==> src/rtl/mul_ctrl_if.sv <==
// Bus between the execute-stage multiply sequencer (master) and the shared
// 32x32 multiplier (slave); names follow the sequencer's point of view.
interface mul_ctrl_if;
    logic        mul_start_o;
    logic [31:0] mul_op1_o;
    logic [31:0] mul_op2_o;
    logic        mul_signed_o;
    logic        mul_flush_o;
    logic        mul_ready_i;
    logic [63:0] mul_result_i;

    modport master (
        output mul_start_o, mul_op1_o, mul_op2_o, mul_signed_o, mul_flush_o,
        input  mul_ready_i, mul_result_i
    );

    modport slave (
        input  mul_start_o, mul_op1_o, mul_op2_o, mul_signed_o, mul_flush_o,
        output mul_ready_i, mul_result_i
    );
endinterface

==> src/rtl/mul_ctrl.sv <==
// Execute-stage multiply sequencer: issues MUL.W/MULH.W/MULH.WU to the shared
// multiplier, stalls EX until the product returns, and caches the last product.
module mul_ctrl #(
    parameter bit CACHE_EN   = 1'b1,
    parameter int WAIT_LIMIT = 15
) (
    input  logic              clk,
    input  logic              rst_n,
    input  logic              flush_i,
    input  logic              req_valid_i,
    input  logic [1:0]        req_op_i,
    input  logic [31:0]       src1_i,
    input  logic [31:0]       src2_i,
    input  logic              ex_allowin_i,
    output logic              stall_o,
    output logic              res_valid_o,
    output logic [31:0]       res_o,
    output logic              err_o,
    mul_ctrl_if.master        mul
);

    localparam int CW = (WAIT_LIMIT > 1) ? $clog2(WAIT_LIMIT) : 1;

    typedef enum logic [1:0] {S_IDLE, S_START, S_WAIT, S_DONE} state_t;

    state_t          state_q, state_d;
    logic [31:0]     op1_q, op1_d;
    logic [31:0]     op2_q, op2_d;
    logic [1:0]      op_q, op_d;
    logic            isSigned_q, isSigned_d;
    logic            cacheValid_q, cacheValid_d;
    logic [63:0]     cacheData_q, cacheData_d;
    logic [31:0]     tagOp1_q, tagOp1_d;
    logic [31:0]     tagOp2_q, tagOp2_d;
    logic            tagSigned_q, tagSigned_d;
    logic [CW-1:0]   waitCnt_q, waitCnt_d;
    logic            err_q, err_d;

    logic            reqSigned;
    logic            reqIsLow;
    logic            reqHit;
    logic [31:0]     resWord;

    always_ff @(posedge clk or negedge rst_n) begin
        if (!rst_n) begin
            state_q      <= S_IDLE;
            op1_q        <= '0;
            op2_q        <= '0;
            op_q         <= '0;
            isSigned_q   <= 1'b0;
            cacheValid_q <= 1'b0;
            cacheData_q  <= '0;
            tagOp1_q     <= '0;
            tagOp2_q     <= '0;
            tagSigned_q  <= 1'b0;
            waitCnt_q    <= '0;
            err_q        <= 1'b0;
        end else begin
            state_q      <= state_d;
            op1_q        <= op1_d;
            op2_q        <= op2_d;
            op_q         <= op_d;
            isSigned_q   <= isSigned_d;
            cacheValid_q <= cacheValid_d;
            cacheData_q  <= cacheData_d;
            tagOp1_q     <= tagOp1_d;
            tagOp2_q     <= tagOp2_d;
            tagSigned_q  <= tagSigned_d;
            waitCnt_q    <= waitCnt_d;
            err_q        <= err_d;
        end
    end

    // The low product word is sign-independent, so MUL.W hits on either signedness.
    assign reqSigned = (req_op_i != 2'b10);
    assign reqIsLow  = (req_op_i == 2'b00) || (req_op_i == 2'b11);
    assign reqHit    = CACHE_EN && cacheValid_q &&
                       (src1_i == tagOp1_q) && (src2_i == tagOp2_q) &&
                       (reqIsLow || (reqSigned == tagSigned_q));
    assign resWord   = (op_q[0] ^ op_q[1]) ? cacheData_q[63:32] : cacheData_q[31:0];

    assign err_o            = err_q;
    assign mul.mul_op1_o    = op1_q;
    assign mul.mul_op2_o    = op2_q;
    assign mul.mul_signed_o = isSigned_q;
    assign mul.mul_flush_o  = flush_i;

    always_comb begin
        state_d         = state_q;
        op1_d           = op1_q;
        op2_d           = op2_q;
        op_d            = op_q;
        isSigned_d      = isSigned_q;
        cacheValid_d    = cacheValid_q;
        cacheData_d     = cacheData_q;
        tagOp1_d        = tagOp1_q;
        tagOp2_d        = tagOp2_q;
        tagSigned_d     = tagSigned_q;
        waitCnt_d       = waitCnt_q;
        err_d           = err_q;
        stall_o         = 1'b0;
        res_valid_o     = 1'b0;
        res_o           = '0;
        mul.mul_start_o = 1'b0;

        case (state_q)
            S_IDLE: begin
                if (req_valid_i && !flush_i) begin
                    stall_o    = 1'b1;
                    op1_d      = src1_i;
                    op2_d      = src2_i;
                    op_d       = req_op_i;
                    isSigned_d = reqSigned;
                    state_d    = reqHit ? S_DONE : S_START;
                end
            end
            S_START: begin
                stall_o         = 1'b1;
                mul.mul_start_o = 1'b1;
                waitCnt_d       = '0;
                state_d         = S_WAIT;
            end
            S_WAIT: begin
                stall_o = 1'b1;
                // Flush wins over a same-cycle ready, leaving the cache untouched.
                if (!flush_i) begin
                    if (mul.mul_ready_i) begin
                        cacheData_d  = mul.mul_result_i;
                        tagOp1_d     = op1_q;
                        tagOp2_d     = op2_q;
                        tagSigned_d  = isSigned_q;
                        cacheValid_d = 1'b1;
                        state_d      = S_DONE;
                    end else if (waitCnt_q == CW'(WAIT_LIMIT - 1)) begin
                        err_d   = 1'b1;
                        state_d = S_IDLE;
                    end else begin
                        waitCnt_d = waitCnt_q + CW'(1);
                    end
                end
            end
            S_DONE: begin
                res_valid_o = 1'b1;
                res_o       = resWord;
                if (ex_allowin_i) begin
                    state_d = S_IDLE;
                end
            end
            default: state_d = S_IDLE;
        endcase

        if (flush_i) begin
            state_d = S_IDLE;
        end
    end

endmodule

==> src/flat_wrapper.sv <==
// flat-port wrapper written by rule: the top's interface ports become plain ports
module mul_ctrl_flat 
#(
    parameter bit CACHE_EN   = 1'b1,
    parameter int WAIT_LIMIT = 15
)
  (clk, rst_n, flush_i, req_valid_i, req_op_i, src1_i, src2_i, ex_allowin_i, stall_o, res_valid_o, res_o, err_o, mul_mul_start_o, mul_mul_op1_o, mul_mul_op2_o, mul_mul_signed_o, mul_mul_flush_o, mul_mul_ready_i, mul_mul_result_i);
  mul_ctrl_if mul_i ();
  input  logic clk;
  input  logic rst_n;
  input  logic flush_i;
  input  logic req_valid_i;
  input  logic [1:0] req_op_i;
  input  logic [31:0] src1_i;
  input  logic [31:0] src2_i;
  input  logic ex_allowin_i;
  output logic stall_o;
  output logic res_valid_o;
  output logic [31:0] res_o;
  output logic err_o;
  output wire logic [$bits(mul_i.mul_start_o)-1:0] mul_mul_start_o;
  output wire logic [$bits(mul_i.mul_op1_o)-1:0] mul_mul_op1_o;
  output wire logic [$bits(mul_i.mul_op2_o)-1:0] mul_mul_op2_o;
  output wire logic [$bits(mul_i.mul_signed_o)-1:0] mul_mul_signed_o;
  output wire logic [$bits(mul_i.mul_flush_o)-1:0] mul_mul_flush_o;
  input wire logic [$bits(mul_i.mul_ready_i)-1:0] mul_mul_ready_i;
  input wire logic [$bits(mul_i.mul_result_i)-1:0] mul_mul_result_i;
  assign mul_mul_start_o = mul_i.mul_start_o;
  assign mul_mul_op1_o = mul_i.mul_op1_o;
  assign mul_mul_op2_o = mul_i.mul_op2_o;
  assign mul_mul_signed_o = mul_i.mul_signed_o;
  assign mul_mul_flush_o = mul_i.mul_flush_o;
  assign mul_i.mul_ready_i = mul_mul_ready_i;
  assign mul_i.mul_result_i = mul_mul_result_i;
  mul_ctrl #(.CACHE_EN(CACHE_EN), .WAIT_LIMIT(WAIT_LIMIT)) u_core (.clk(clk), .rst_n(rst_n), .flush_i(flush_i), .req_valid_i(req_valid_i), .req_op_i(req_op_i), .src1_i(src1_i), .src2_i(src2_i), .ex_allowin_i(ex_allowin_i), .stall_o(stall_o), .res_valid_o(res_valid_o), .res_o(res_o), .err_o(err_o), .mul(mul_i));
endmodule
==> config.mk <==
export PLATFORM = sky130hd
export DESIGN_NAME = mul_ctrl_flat
export DESIGN_NICKNAME = d
export VERILOG_FILES = /design/src/rtl/mul_ctrl_if.sv /design/src/rtl/mul_ctrl.sv /design/src/flat_wrapper.sv
export SDC_FILE = /design/constraint.sdc
export NUM_CORES = 1
export LEC_CHECK = 0
export BUFFER_PORTS_ARGS = -buffer_cell sky130_fd_sc_hd__buf_2
export CORE_MARGIN = 4
export CORE_UTILIZATION = 50
export CTS_BUF_LIST = sky130_fd_sc_hd__clkbuf_2
export CTS_CLUSTER_DIAMETER = 30
export DETAILED_ROUTE_END_ITERATION = 8
export GPL_TIMING_DRIVEN = 0
export PLACE_DENSITY = 0.76
export SLEW_MARGIN = 20
export SYNTH_ARGS = -nofsm -noshare
export SYNTH_HDL_FRONTEND = slang
export SYNTH_SLANG_ARGS = --single-unit
==> constraint.sdc <==
create_clock -name clk -period 2.58 [get_ports clk]
set_clock_uncertainty 0.2 [all_clocks]
set_input_delay 0.129 -clock clk [delete_from_list [all_inputs] [get_ports clk]]
set_output_delay 0.129 -clock clk [all_outputs]
set_load 0.01 [all_outputs]
==> flow_metrics.env, run 1 <==
export IMPL_synth_warning_count=0
export IMPL_synth_nets=817
export IMPL_async_flop_share_pct=100.0
export IMPL_synth_seq_area_share_pct=56.78
export IMPL_io_buffers=237
export IMPL_tool_error="[ERROR RSZ-0060] Max buffer count reached."
export IMPL_clock_sinks=204
export IMPL_hpwl_microns=16150
export IMPL_cts_buffers=53
export IMPL_gp_congestion=0.7972
export IMPL_synth_top_cell_area_share_pct=56.78
export IMPL_avgSynthCellArea_sq_um=13.36
export IMPL_die_h_microns=142.1
export IMPL_fp_row_count=48
export IMPL_hold_buffers=247
export IMPL_synth_top_cell_by_area="dfrtp_1"
export IMPL_outcome="aborted with a tool error"
export IMPL_cts_max_path_buffers=3
export IMPL_cts_max_level=2
export IMPL_synth_cells=673
export IMPL_start_util_pct=51.45
export IMPL_cts_resized=40
export IMPL_postCtsSetupBuffers=5
export IMPL_yosys_top_cells_count="204 x dfrtp_1, 190 x mux2_2, 72 x nand2_1, 52 x xnor2_1, 32 x a21boi_0"
export IMPL_synth_edff_count=0
export IMPL_ys_types=35
export IMPL_io_pin_count=238
export IMPL_synth_area_sq_mm=0.008991
export IMPL_ys_flop_type="dfrtp_1"
export IMPL_yosys_top_cells_area="dfrtp_1 57%, mux2_2 24%, xnor2_1 5.1%, nand2_1 3.0%, a21boi_0 2.7%"
export IMPL_synth_most_common_cell="dfrtp_1"
export IMPL_haltStage="4_1_cts"
export IMPL_ys_ff_latch=204
export IMPL_die_w_microns=142.1
export IMPL_clockRootBuffer="clkbuf_2"
[cell families after synthesis]
kind of cell	share of synthesized area [%]
buf+inv	2.060
fa+ha+maj	1.113
simple gates	5.525
mux	23.80
xor+xnor	6.137
compound gates	4.592
flops	56.78
[per-stage QoR]
stage | util, % | TNS, ns | setup WS, ns | area [sq um] | std cells
detailed placement | 60.22 | 0 | 0.07143 | 10520 | 1137
global placement | 59.84 | -455.84 | -2.250 | 10460 | 1135
floorplan | - | 0 | 0.5714 | 8991 | 673
==> inputs of run 2 (changes only) <==
--- a/config.mk
+++ b/config.mk
@@ -7,12 +7,10 @@
 export LEC_CHECK = 0
 export BUFFER_PORTS_ARGS = -buffer_cell sky130_fd_sc_hd__buf_2
 export CORE_MARGIN = 4
-export CORE_UTILIZATION = 50
-export CTS_BUF_LIST = sky130_fd_sc_hd__clkbuf_2
-export CTS_CLUSTER_DIAMETER = 30
+export CORE_UTILIZATION = 35
 export DETAILED_ROUTE_END_ITERATION = 8
 export GPL_TIMING_DRIVEN = 0
-export PLACE_DENSITY = 0.76
+export PLACE_DENSITY_LB_ADDON = 0.15
 export SLEW_MARGIN = 20
 export SYNTH_ARGS = -nofsm -noshare
 export SYNTH_HDL_FRONTEND = slang
==> run 2 against run 1 <==
The run now ends clean. Synthesized cell count unchanged. Synthesized area unchanged.
==> flow_metrics.env, run 2 <==
export IMPL_fp_row_count=58
export IMPL_yosys_top_cells_area="dfrtp_1 57%, mux2_2 24%, xnor2_1 5.1%, nand2_1 3.0%, a21boi_0 2.7%"
export IMPL_clock_sinks=204
export IMPL_fin_ws_ns=0.1447
export IMPL_p_comb_share_pct=33.1
export IMPL_async_flop_share_pct=100.0
export IMPL_die_h_microns=168.3
export IMPL_drc=0
export IMPL_die_area_sq_mm=0.02832
export IMPL_antenna_left=0
export IMPL_cts_max_level=1
export IMPL_dpl_worst_slack_ns=0.03107
export IMPL_die_w_microns=168.3
export IMPL_synth_top_cell_area_share_pct=56.78
export IMPL_grt_max_degree=84
export IMPL_fin_nets=1217
export IMPL_fmax_ghz=0.4106
export IMPL_p_switching_w=0.004333
export IMPL_ys_types=35
export IMPL_synth_top_cell_by_area="dfrtp_1"
export IMPL_io_buffers=237
export IMPL_vias=6612
export IMPL_p_leak_nw=6.046
export IMPL_cp_data_arrival_time_ns=2.11
export IMPL_antenna_found_initial=0
export IMPL_synth_simple_area_share_pct=5.525
export IMPL_final_cell_mix="254 x buf_2, 204 x dfrtp_1, 190 x mux2_2"
export IMPL_min_period_ns=2.435
export IMPL_synth_seq_area_share_pct=56.78
export IMPL_relSlewSlack_pct=34.20
export IMPL_end_kind="output port"
export IMPL_grt_overflow=0
export IMPL_seqPwrFrac_pct=41.4
export IMPL_synth_edff_count=0
export IMPL_rsz0062_at_grt="true"
export IMPL_ir_drop_v=0.0005870
export IMPL_start_util_pct=35.60
export IMPL_grt_pass1_vias=7158
export IMPL_cts_buffers=24
export IMPL_core_area_sq_mm=0.02525
export IMPL_hold_path_class="input port to register"
export IMPL_syn2layout_area_growth_pct=42.94
export IMPL_final_common_cell="buf_2"
export IMPL_hpwl_microns=17170
export IMPL_avgSynthCellArea_sq_um=13.36
export IMPL_post_route_period_util_pct=94.39
export IMPL_dpl_cell_area_sq_mm=0.01066
export IMPL_wirelength_microns=25020
export IMPL_cts_max_path_buffers=3
export IMPL_hold_viol_final=0
export IMPL_firstDrtPassIters=4
export IMPL_criticalPathCategory="register to output port"
export IMPL_p_sw_share_pct=32.08
export IMPL_synth_warning_count=0
export IMPL_synth_top_family_by_area="multiplexers"
export IMPL_clkPwrFrac_pct=25.6
export IMPL_clock_latency_ns=0.51
export IMPL_grt_pass1_wl_microns=39890
export IMPL_drv_cap=0
export IMPL_synth_adder_area_share_pct=1.113
export IMPL_synth_compound_area_share_pct=4.592
export IMPL_worstPathMaxFanout=10
export IMPL_synth_most_common_cell="dfrtp_1"
export IMPL_cts_tree="built"
export IMPL_clk_pin_slew_ns=0.06
export IMPL_postCtsSetupBuffers=0
export IMPL_outcome="finished, final reports clean"
export IMPL_synth_area_sq_mm=0.008991
export IMPL_worstPathRequired_ns=2.25
export IMPL_yosys_top_cells_count="204 x dfrtp_1, 190 x mux2_2, 72 x nand2_1, 52 x xnor2_1, 32 x a21boi_0"
export IMPL_top_register="u_core.cacheData_q"
export IMPL_synth_nets=817
export IMPL_synth_cells=673
export IMPL_n_antenna_cell=0
export IMPL_slew_violations=0
export IMPL_clockRootBuffer="clkbuf_16"
export IMPL_drtIter0Drc=252
export IMPL_vias_per_cell=4.653
export IMPL_ys_flop_type="dfrtp_1"
export IMPL_synth_xor_area_share_pct=6.137
export IMPL_wl_per_cell_microns=17.61
export IMPL_finalSetupViolations=0
export IMPL_groute_usage_overall_pct=17.52
export IMPL_io_pin_count=238
export IMPL_p_int_w=0.009175
export IMPL_design_area_sq_mm=0.01285
export IMPL_gp_congestion=0.7605
export IMPL_largest_reg_flops=64
export IMPL_tightestPinTransition_ns=0.9871
export IMPL_drive_above_1_share_pct=45.92
export IMPL_ys_ff_latch=204
export IMPL_power_density_mw_per_mm2=1051
export IMPL_whs_ns=0.06690
export IMPL_synth_mux_area_share_pct=23.80
export IMPL_cp_start_kind="register"
run 2: cell counts after synthesis:
No cell type changed its count.
run 2: kinds of logic (layout without fill, tap and decap cells):
family,count (synthesis),after routing
DFF,204,204
muxes,190,190
and+or+nand+nor,109,109
xor gates and xnor gates,63,63
AOI/OAI and AO/OA,57,57
buffers and inverters,42,460
adders and majority gates,8,8
run 2: metal layers:
metal / part of all wire (%) / vias to the layer above / track usage, % / routed length (microns)
li1: - / 3156 / - / -
met1: 45 / 3232 / 23.88 / 11150
met2: 47 / 190 / 28.79 / 11700
met3: 6.7 / 34 / 4.203 / 1675
met4: 2.0 / 0 / 3.493 / 489
met5: 0 / - / 0 / 0
run 2: through the flow:
step | util, % | std cells | setup TNS [ns] | total power, W
4_1_cts | 50.84 | 1421 | 0 | 0.01371
6_report | 50.89 | 1421 | 0 | 0.01351
3_3_place_gp | 41.93 | 1240 | -515.78 | 0.009874
5_1_grt | 50.89 | 1421 | -0.1651 | 0.01445
3_5_place_dp | 42.19 | 1242 | 0 | 0.009986
2_1_floorplan | - | 673 | 0 | 0.008283
run 2: cell type report:
type                       count  area (sq um)
buffer                        31         156.4
clock buffer                  34         709.4
clock inverter                10         102.6
fill                        2241         12400
inverter                      10         37.54
multi-input combinational    427          3716
sequential                   204          5105
tap                          330         412.9
timing repair buffer         375          2613
run 2: timing repair:
item	4_1_cts	5_1_grt
gates resized for setup	6	8
hold buffers	136	0
setup endpoints to repair	31	71
hold endpoints to repair	342	0
run 2: power by group through the flow:
stage          logic (W)  clock network (W)  registers, W
2_1_floorplan    0.00259                  0       0.00569
3_3_place_gp     0.00429                  0       0.00559
3_5_place_dp     0.00436                  0       0.00563
4_1_cts          0.00456            0.00356       0.00558
5_1_grt          0.00494            0.00372       0.00578
6_report         0.00447            0.00345       0.00559
run 2: worst max-delay path, stage by stage (launching register included):
cell      delay, ns
dfrtp_1        0.39
ha_1           0.38
clkbuf_1       0.39
a21boi_0       0.26
buf_2          0.17
run 2: final timing paths:
path / cells after the start / slack [ns] / to / from
worst max-delay path: 4 / 0.14 / res_o[7] / u_core.state_q[1]$_DFFE_PN0P_
worst min-delay path: 6 / 0.07 / u_core.state_q[1]$_DFFE_PN0P_ / ex_allowin_i
worst max register to register: 7 / 0.19 / u_core.state_q[0]$_DFFE_PN0P_ / u_core.state_q[0]$_DFFE_PN0P_
worst min register to register: 1 / 0.27 / u_core.cacheValid_q$_DFFE_PN0P_ / u_core.cacheValid_q$_DFFE_PN0P_
max in group asynchronous: 4 / 0.88 / u_core.cacheData_q[61]$_DFFE_PN0P_ / rst_n
min in group asynchronous: 3 / 0.50 / u_core.cacheData_q[35]$_DFFE_PN0P_ / rst_n
Note: power is estimated with default switching activity, not from simulation.
==> inputs of run 3 (changes only) <==
--- a/config.mk
+++ b/config.mk
@@ -8,6 +8,7 @@
 export BUFFER_PORTS_ARGS = -buffer_cell sky130_fd_sc_hd__buf_2
 export CORE_MARGIN = 4
 export CORE_UTILIZATION = 35
+export CTS_BUF_LIST = sky130_fd_sc_hd__clkbuf_4
 export DETAILED_ROUTE_END_ITERATION = 8
 export GPL_TIMING_DRIVEN = 0
 export PLACE_DENSITY_LB_ADDON = 0.15
==> run 3 against run 2 <==
Total power grew 0.44%. Die area is the same. Sequential power grew 0.9%. Clock power shrank 11%. Largest cell class unchanged. Final cell count grew 10%. Combinational power grew 8.5%.
==> flow_metrics.env, run 3 (synthesis gave the netlist of run 2 again) <==
export IMPL_num_fill_cells=2199
export IMPL_rrSetupSlack_ns=0.11
export IMPL_clock_sinks=204
export IMPL_end_kind="register"
export IMPL_worstPathRequired_ns=2.96
export IMPL_crit_slowest_cell="dlygate4sd3_1"
export IMPL_cp_top_family="buffers and inverters"
export IMPL_clkPwrFrac_pct=22.7
export IMPL_min_from="mul_mul_result_i[4]"
export IMPL_cts_max_path_buffers=3
export IMPL_top_register="u_core.cacheData_q"
export IMPL_fin_ws_ns=0.1143
export IMPL_drtIter0Drc=317
export IMPL_hpwl_microns=17170
export IMPL_cts_buffers=57
export IMPL_relSlewSlack_pct=34.36
export IMPL_cp_num_buf_inv=2
export IMPL_crit_path_end="u_core.state_q[0]$_DFFE_PN0P_"
export IMPL_drc=0
export IMPL_antenna_left=0
export IMPL_clockRootBuffer="clkbuf_4"
export IMPL_hold_path_class="input port to register"
export IMPL_wl_per_cell_microns=17.11
export IMPL_cts_max_level=2
export IMPL_grt_pass1_vias=7938
export IMPL_tightestPinTransition_ns=0.9846
export IMPL_p_sw_share_pct=33.08
export IMPL_drive_above_1_share_pct=45.94
export IMPL_rr_worst_depth=6
export IMPL_dp_cells=1242
export IMPL_cp_depth=6
export IMPL_design_area_sq_mm=0.01371
export IMPL_fmax_ghz=0.4056
export IMPL_layoutNonFillerInstCount=1564
export IMPL_gp_congestion=0.7605
export IMPL_grt_pass1_wl_microns=42590
export IMPL_core_area_sq_mm=0.02525
export IMPL_cts_tree="built"
export IMPL_start_util_pct=35.60
export IMPL_final_common_cell="buf_2"
export IMPL_fp_row_count=58
export IMPL_firstDrtPassIters=4
export IMPL_dpl_cell_area_sq_mm=0.01066
export IMPL_multi_input_area_sq_mm=0.003766
export IMPL_reg2reg_to="u_core.state_q[0]$_DFFE_PN0P_"
export IMPL_syn2layout_area_growth_pct=52.52
export IMPL_dpl_worst_slack_ns=0.03107
export IMPL_p_int_w=0.009078
export IMPL_finalSetupViolations=0
export IMPL_total_power_w=0.01357
export IMPL_vias=7158
export IMPL_reg2reg_from="u_core.state_q[0]$_DFFE_PN0P_"
export IMPL_p_leak_nw=6.465
export IMPL_min_period_ns=2.466
export IMPL_drv_cap=0
export IMPL_io_buffers=237
export IMPL_slew_violations=0
export IMPL_post_route_period_util_pct=95.57
export IMPL_cp_startpoint="u_core.state_q[0]$_DFFE_PN0P_"
export IMPL_die_w_microns=168.3
export IMPL_ir_drop_v=0.0004715
export IMPL_groute_usage_overall_pct=18.79
export IMPL_clk_pin_slew_ns=0.06
export IMPL_p_switching_w=0.004489
export IMPL_hold_viol_final=0
export IMPL_die_area_sq_mm=0.02832
export IMPL_critPathMaxStageDelay_ns=0.54
export IMPL_criticalPathCategory="register to register"
export IMPL_io_pin_count=238
export IMPL_finish_utilization_pct=54.30
export IMPL_worstPathMaxFanout=5
export IMPL_cp_data_arrival_time_ns=2.85
export IMPL_final_cell_mix="254 x buf_2, 215 x dlygate4sd3_1, 201 x dfrtp_1"
export IMPL_regArea_sq_mm=0.005109
export IMPL_power_density_mw_per_mm2=989.3
export IMPL_wirelength_microns=26770
export IMPL_p_comb_share_pct=35.8
export IMPL_grt_max_degree=84
export IMPL_path_cells="inv_1 > ha_1 > nor3b_4 > a2111oi_2 > a22o_1 > dlygate4sd3_1"
export IMPL_clock_latency_ns=0.67
export IMPL_rsz0062_at_grt="true"
export IMPL_die_h_microns=168.3
export IMPL_fin_nets=1330
export IMPL_seqPwrFrac_pct=41.6
export IMPL_antenna_found_initial=1
export IMPL_hold_depth=3
export IMPL_grt_overflow=0
export IMPL_outcome="finished, final reports clean"
export IMPL_cp_start_kind="register"
export IMPL_largest_reg_flops=64
export IMPL_vias_per_cell=4.577
-- run 3: changes by cell type in the layout (fill, tap and decap cells not counted), moves of 5 or more --
cell           previous run  this run
buf_4                     1         6
clkbuf_1                  7         1
clkbuf_16                25         0
clkbuf_2                  8         2
clkbuf_4                  1        93
clkinv_1                  0         9
clkinv_2                  7         1
dlygate4sd3_1           136       215
-- run 3: metal layers --
| layer | vias up | track usage (%) | part of all wire [%] |
|---|---|---|---|
| met1 | 3484 | 23.76 | 43 |
| met2 | 224 | 31.99 | 49 |
| met5 | - | 0 | 0 |
| met3 | 39 | 5.142 | 7.0 |
| met4 | 0 | 4.834 | 1.5 |
| li1 | 3411 | - | - |
-- run 3: timing repair --
action	4_1_cts	5_1_grt
setup endpoints to repair	32	57
pin swaps	0	1
endpoints found under the hold margin	342	0
resized for setup	21	29
hold buffers	215	0
setup buffers	0	1
-- run 3: worst min-delay path by stage --
stage                                               to  slack [ns]
global placement    u_core.cacheData_q[63]$_DFFE_PN0P_        0.16
finish               u_core.cacheData_q[4]$_DFFE_PN0P_        0.06
floorplan            u_core.cacheData_q[0]$_DFFE_PN0P_       -0.37
CTS                  u_core.cacheData_q[6]$_DFFE_PN0P_      0.0001
detailed placement  u_core.cacheData_q[35]$_DFFE_PN0P_       -0.08
global route         u_core.cacheData_q[4]$_DFFE_PN0P_      -0.002
-- run 3: power by group through the flow --
stage	Combinational, W	Sequential [W]	Clock, W
final	0.00485	0.00564	0.00308
after global routing	0.00533	0.00582	0.00342
after CTS	0.00480	0.00560	0.00321
after detailed placement	0.00436	0.00563	0
after global placement	0.00429	0.00559	0
after floorplan	0.00259	0.00569	0
-- run 3: final cells by class --
cell class / count / area share (%)
well taps: 330 / 3.011
repair buffers: 455 / 24.87
plain buffers: 31 / 1.432
clock inverters: 13 / 0.6204
multi-input cells: 427 / 27.46
diodes: 2 / 0.03650
clock buffers: 92 / 5.036
flip-flops and latches: 204 / 37.25
inverters: 10 / 0.2737
-- run 3: through the flow --
stage	TNS (ns)	hold WS (ns)
after CTS	-0.003370	0.0001034
after global routing	-0.05084	-0.001860
final	0	0.06446
after global placement	-515.78	0.1626
after floorplan	0	-0.3666
after detailed placement	0	-0.08398
-- run 3: worst reg2reg max path, delay by kind of cell, from the launching register on --
kind	cells	cell delay, ns
flip-flops	1	0.44
AND/OR/NAND/NOR	1	0.19
adder cells (fa/ha/maj)	1	0.27
buffers and inverters	2	0.65
AO/OA/AOI/OAI	2	0.65
==> inputs of run 4 (changes only) <==
--- a/config.mk
+++ b/config.mk
@@ -5,6 +5,7 @@
 export SDC_FILE = /design/constraint.sdc
 export NUM_CORES = 1
 export LEC_CHECK = 0
+export ABC_AREA = 1
 export BUFFER_PORTS_ARGS = -buffer_cell sky130_fd_sc_hd__buf_2
 export CORE_MARGIN = 4
 export CORE_UTILIZATION = 35
==> run 4 against run 3 <==
Sequential share of layout area increased by 0.82 points. Clock-buffer cell count decreased by 8. Global-route usage increased by 0.82 points. Largest power group unchanged. Sequential power decreased by 2%. Synthesized area increased by 1.9%. Cell area decreased by 2.2%. Non-clock buffer count decreased by 17. Combinational power about the same. Die area increased by 1.8%. Via count increased by 19%.
==> flow_metrics.env, run 4 <==
export IMPL_outcome="finished, final reports clean"
export IMPL_cp_start_kind="register"
export IMPL_antenna_left=0
export IMPL_avgSynthCellArea_sq_um=8.836
export IMPL_synth_seq_area_share_pct=55.71
export IMPL_wl_per_cell_microns=15.11
export IMPL_fmax_ghz=0.4107
export IMPL_dpl_worst_slack_ns=0.2019
export IMPL_num_fill_cells=2391
export IMPL_drc=0
export IMPL_fp_row_count=58
export IMPL_cts_tree="built"
export IMPL_syn2layout_area_growth_pct=46.42
export IMPL_final_common_cell="buf_2"
export IMPL_post_route_period_util_pct=94.37
export IMPL_whs_ns=0.07636
export IMPL_drive_above_1_share_pct=24.42
export IMPL_start_util_pct=35.97
export IMPL_grt_overflow=0
export IMPL_hpwl_microns=19490
export IMPL_clock_sinks=204
export IMPL_criticalPathCategory="register to output port"
export IMPL_largest_reg_flops=64
export IMPL_cp_data_arrival_time_ns=2.11
export IMPL_synth_top_cell_by_area="dfrtp_1"
export IMPL_vias=8530
export IMPL_drtIter0Drc=457
export IMPL_hold_viol_final=0
export IMPL_finish_utilization_pct=52.67
export IMPL_end_kind="output port"
export IMPL_synth_warning_count=0
export IMPL_clockRootBuffer="clkbuf_4"
export IMPL_cts_buffers=57
export IMPL_clock_latency_ns=0.65
export IMPL_fin_ws_ns=0.1452
export IMPL_vias_per_cell=4.525
export IMPL_clk_pin_slew_ns=0.07
export IMPL_ir_drop_v=0.0004949
export IMPL_regArea_sq_mm=0.005107
export IMPL_yosys_top_cells_area="dfrtp_1 56%, nand2_1 7.5%, a21oi_1 6.7%, o21ai_0 6.0%, inv_1 5.8%"
export IMPL_min_period_ns=2.435
export IMPL_min_from="mul_mul_result_i[29]"
export IMPL_finalSetupViolations=0
export IMPL_synth_most_common_cell="dfrtp_1"
export IMPL_synth_top_cell_area_share_pct=55.71
export IMPL_worstPathRequired_ns=2.25
export IMPL_gp_congestion=0.7842
export IMPL_grt_pass1_vias=9040
export IMPL_p_leak_nw=7.078
export IMPL_wirelength_microns=28480
export IMPL_relSlewSlack_pct=60.59
export IMPL_tightestPinTransition_ns=0.5911
export IMPL_ys_ff_latch=204
export IMPL_groute_usage_overall_pct=19.60
export IMPL_cts_max_path_buffers=3
export IMPL_io_buffers=237
export IMPL_antenna_found_initial=1
export IMPL_synth_area_sq_mm=0.009163
export IMPL_ys_types=27
export IMPL_worstPathMaxFanout=10
export IMPL_power_density_mw_per_mm2=977.2
export IMPL_synth_edff_count=0
export IMPL_fin_nets=1663
export IMPL_die_w_microns=169.8
export IMPL_die_h_microns=169.8
export IMPL_multi_input_area_sq_mm=0.003354
export IMPL_firstDrtPassIters=4
export IMPL_synth_nets=1181
export IMPL_yosys_top_cells_count="204 x dfrtp_1, 183 x nand2_1, 141 x inv_1, 124 x nor2_1, 123 x a21oi_1"
export IMPL_drv_cap=0
export IMPL_final_cell_mix="266 x buf_2, 202 x dfrtp_1, 183 x nand2_1"
export IMPL_hold_path_class="input port to register"
export IMPL_slew_violations=0
export IMPL_core_area_sq_mm=0.02547
export IMPL_reg2reg_from="u_core.state_q[0]$_DFFE_PN0P_"
export IMPL_top_register="u_core.cacheData_q"
export IMPL_grt_pass1_wl_microns=45920
export IMPL_cp_startpoint="u_core.op_q[0]$_DFFE_PN0P_"
export IMPL_io_pin_count=238
export IMPL_cts_max_level=2
export IMPL_die_area_sq_mm=0.02883
export IMPL_grt_max_degree=79
export IMPL_synth_cells=1037
export IMPL_ys_flop_type="dfrtp_1"
export IMPL_async_flop_share_pct=100.0
## run 4: critical path, cell delays in order, from the launching register on
cell and delay (ns):
dfrtp_2 0.48, xnor2_4 0.27, buf_2 0.26, o21ai_0 0.09, a21oi_1 0.18, buf_2 0.17
## run 4: logic make-up after synthesis
family,count (synthesis),share of synthesized area (%)
XOR/XNOR,22,2.185
multiplexers,46,5.653
flip-flops,204,55.71
AND/OR/NAND/NOR,323,13.60
buffers and inverters,189,8.262
AO/OA/AOI/OAI,245,13.49
adder cells (fa/ha/maj),8,1.092
## run 4: through the flow
stage          total power (W)  instances  setup TNS, ns  instance area [sq um]
6_report               0.01311       1885              0                  13420
5_1_grt                0.01425       1884      -0.001356                  13410
4_1_cts                0.01317       1879              0                  13350
3_5_place_dp          0.009915       1606              0                  10830
3_3_place_gp          0.009800       1604        -521.80                  10760
2_1_floorplan         0.008103       1037              0                   9163
## run 4: final timing paths
check	end	slack [ns]	depth (start not counted)
max reg2reg	u_core.mul.mul_op2_o[30]$_DFFE_PN0P_	0.18	8
min in group asynchronous	u_core.cacheData_q[61]$_DFFE_PN0P_	0.42	4
max in group asynchronous	u_core.cacheData_q[33]$_DFFE_PN0P_	1.37	4
min reg2reg	u_core.cacheValid_q$_DFFE_PN0P_	0.26	2
min	u_core.cacheData_q[29]$_DFFE_PN0P_	0.08	4
max	res_o[23]	0.15	5
## run 4: layer usage
metal  global-route usage, %  wire, microns  vias to the layer above
met3                   5.101           1993                       33
li1                        -              -                     4295
met4                   5.425            399                        0
met5                       0              0                        -
met2                   32.73          13300                      246
met1                   25.35          12790                     3956
## run 4: timing repair
item / in CTS / in global routing
gates resized for setup: 7 / 16
cloned: 0 / 1
hold endpoints to repair: 342 / 0
pin swaps: 1 / 1
hold buffers: 181 / 0
setup endpoints to repair: 30 / 36
buffers inserted: 1 / 2
## run 4: layout make-up
class,instances,area share (%)
Multi-Input combinational cell,645,25.00
Tap cell,330,3.078
Buffer,46,1.763
Clock inverter,8,0.2238
Sequential cell,204,38.07
Inverter,142,3.973
Clock buffer,84,4.701
Timing Repair Buffer,423,23.13
Antenna cell,3,0.05596
## run 4: report_power, final
part | switching [W] | total [W] | internal [W]
Combinational | 0.00271 | 0.00482 | 0.00211
Clock | 0.00132 | 0.00278 | 0.00146
Sequential | 0.000845 | 0.00551 | 0.00466
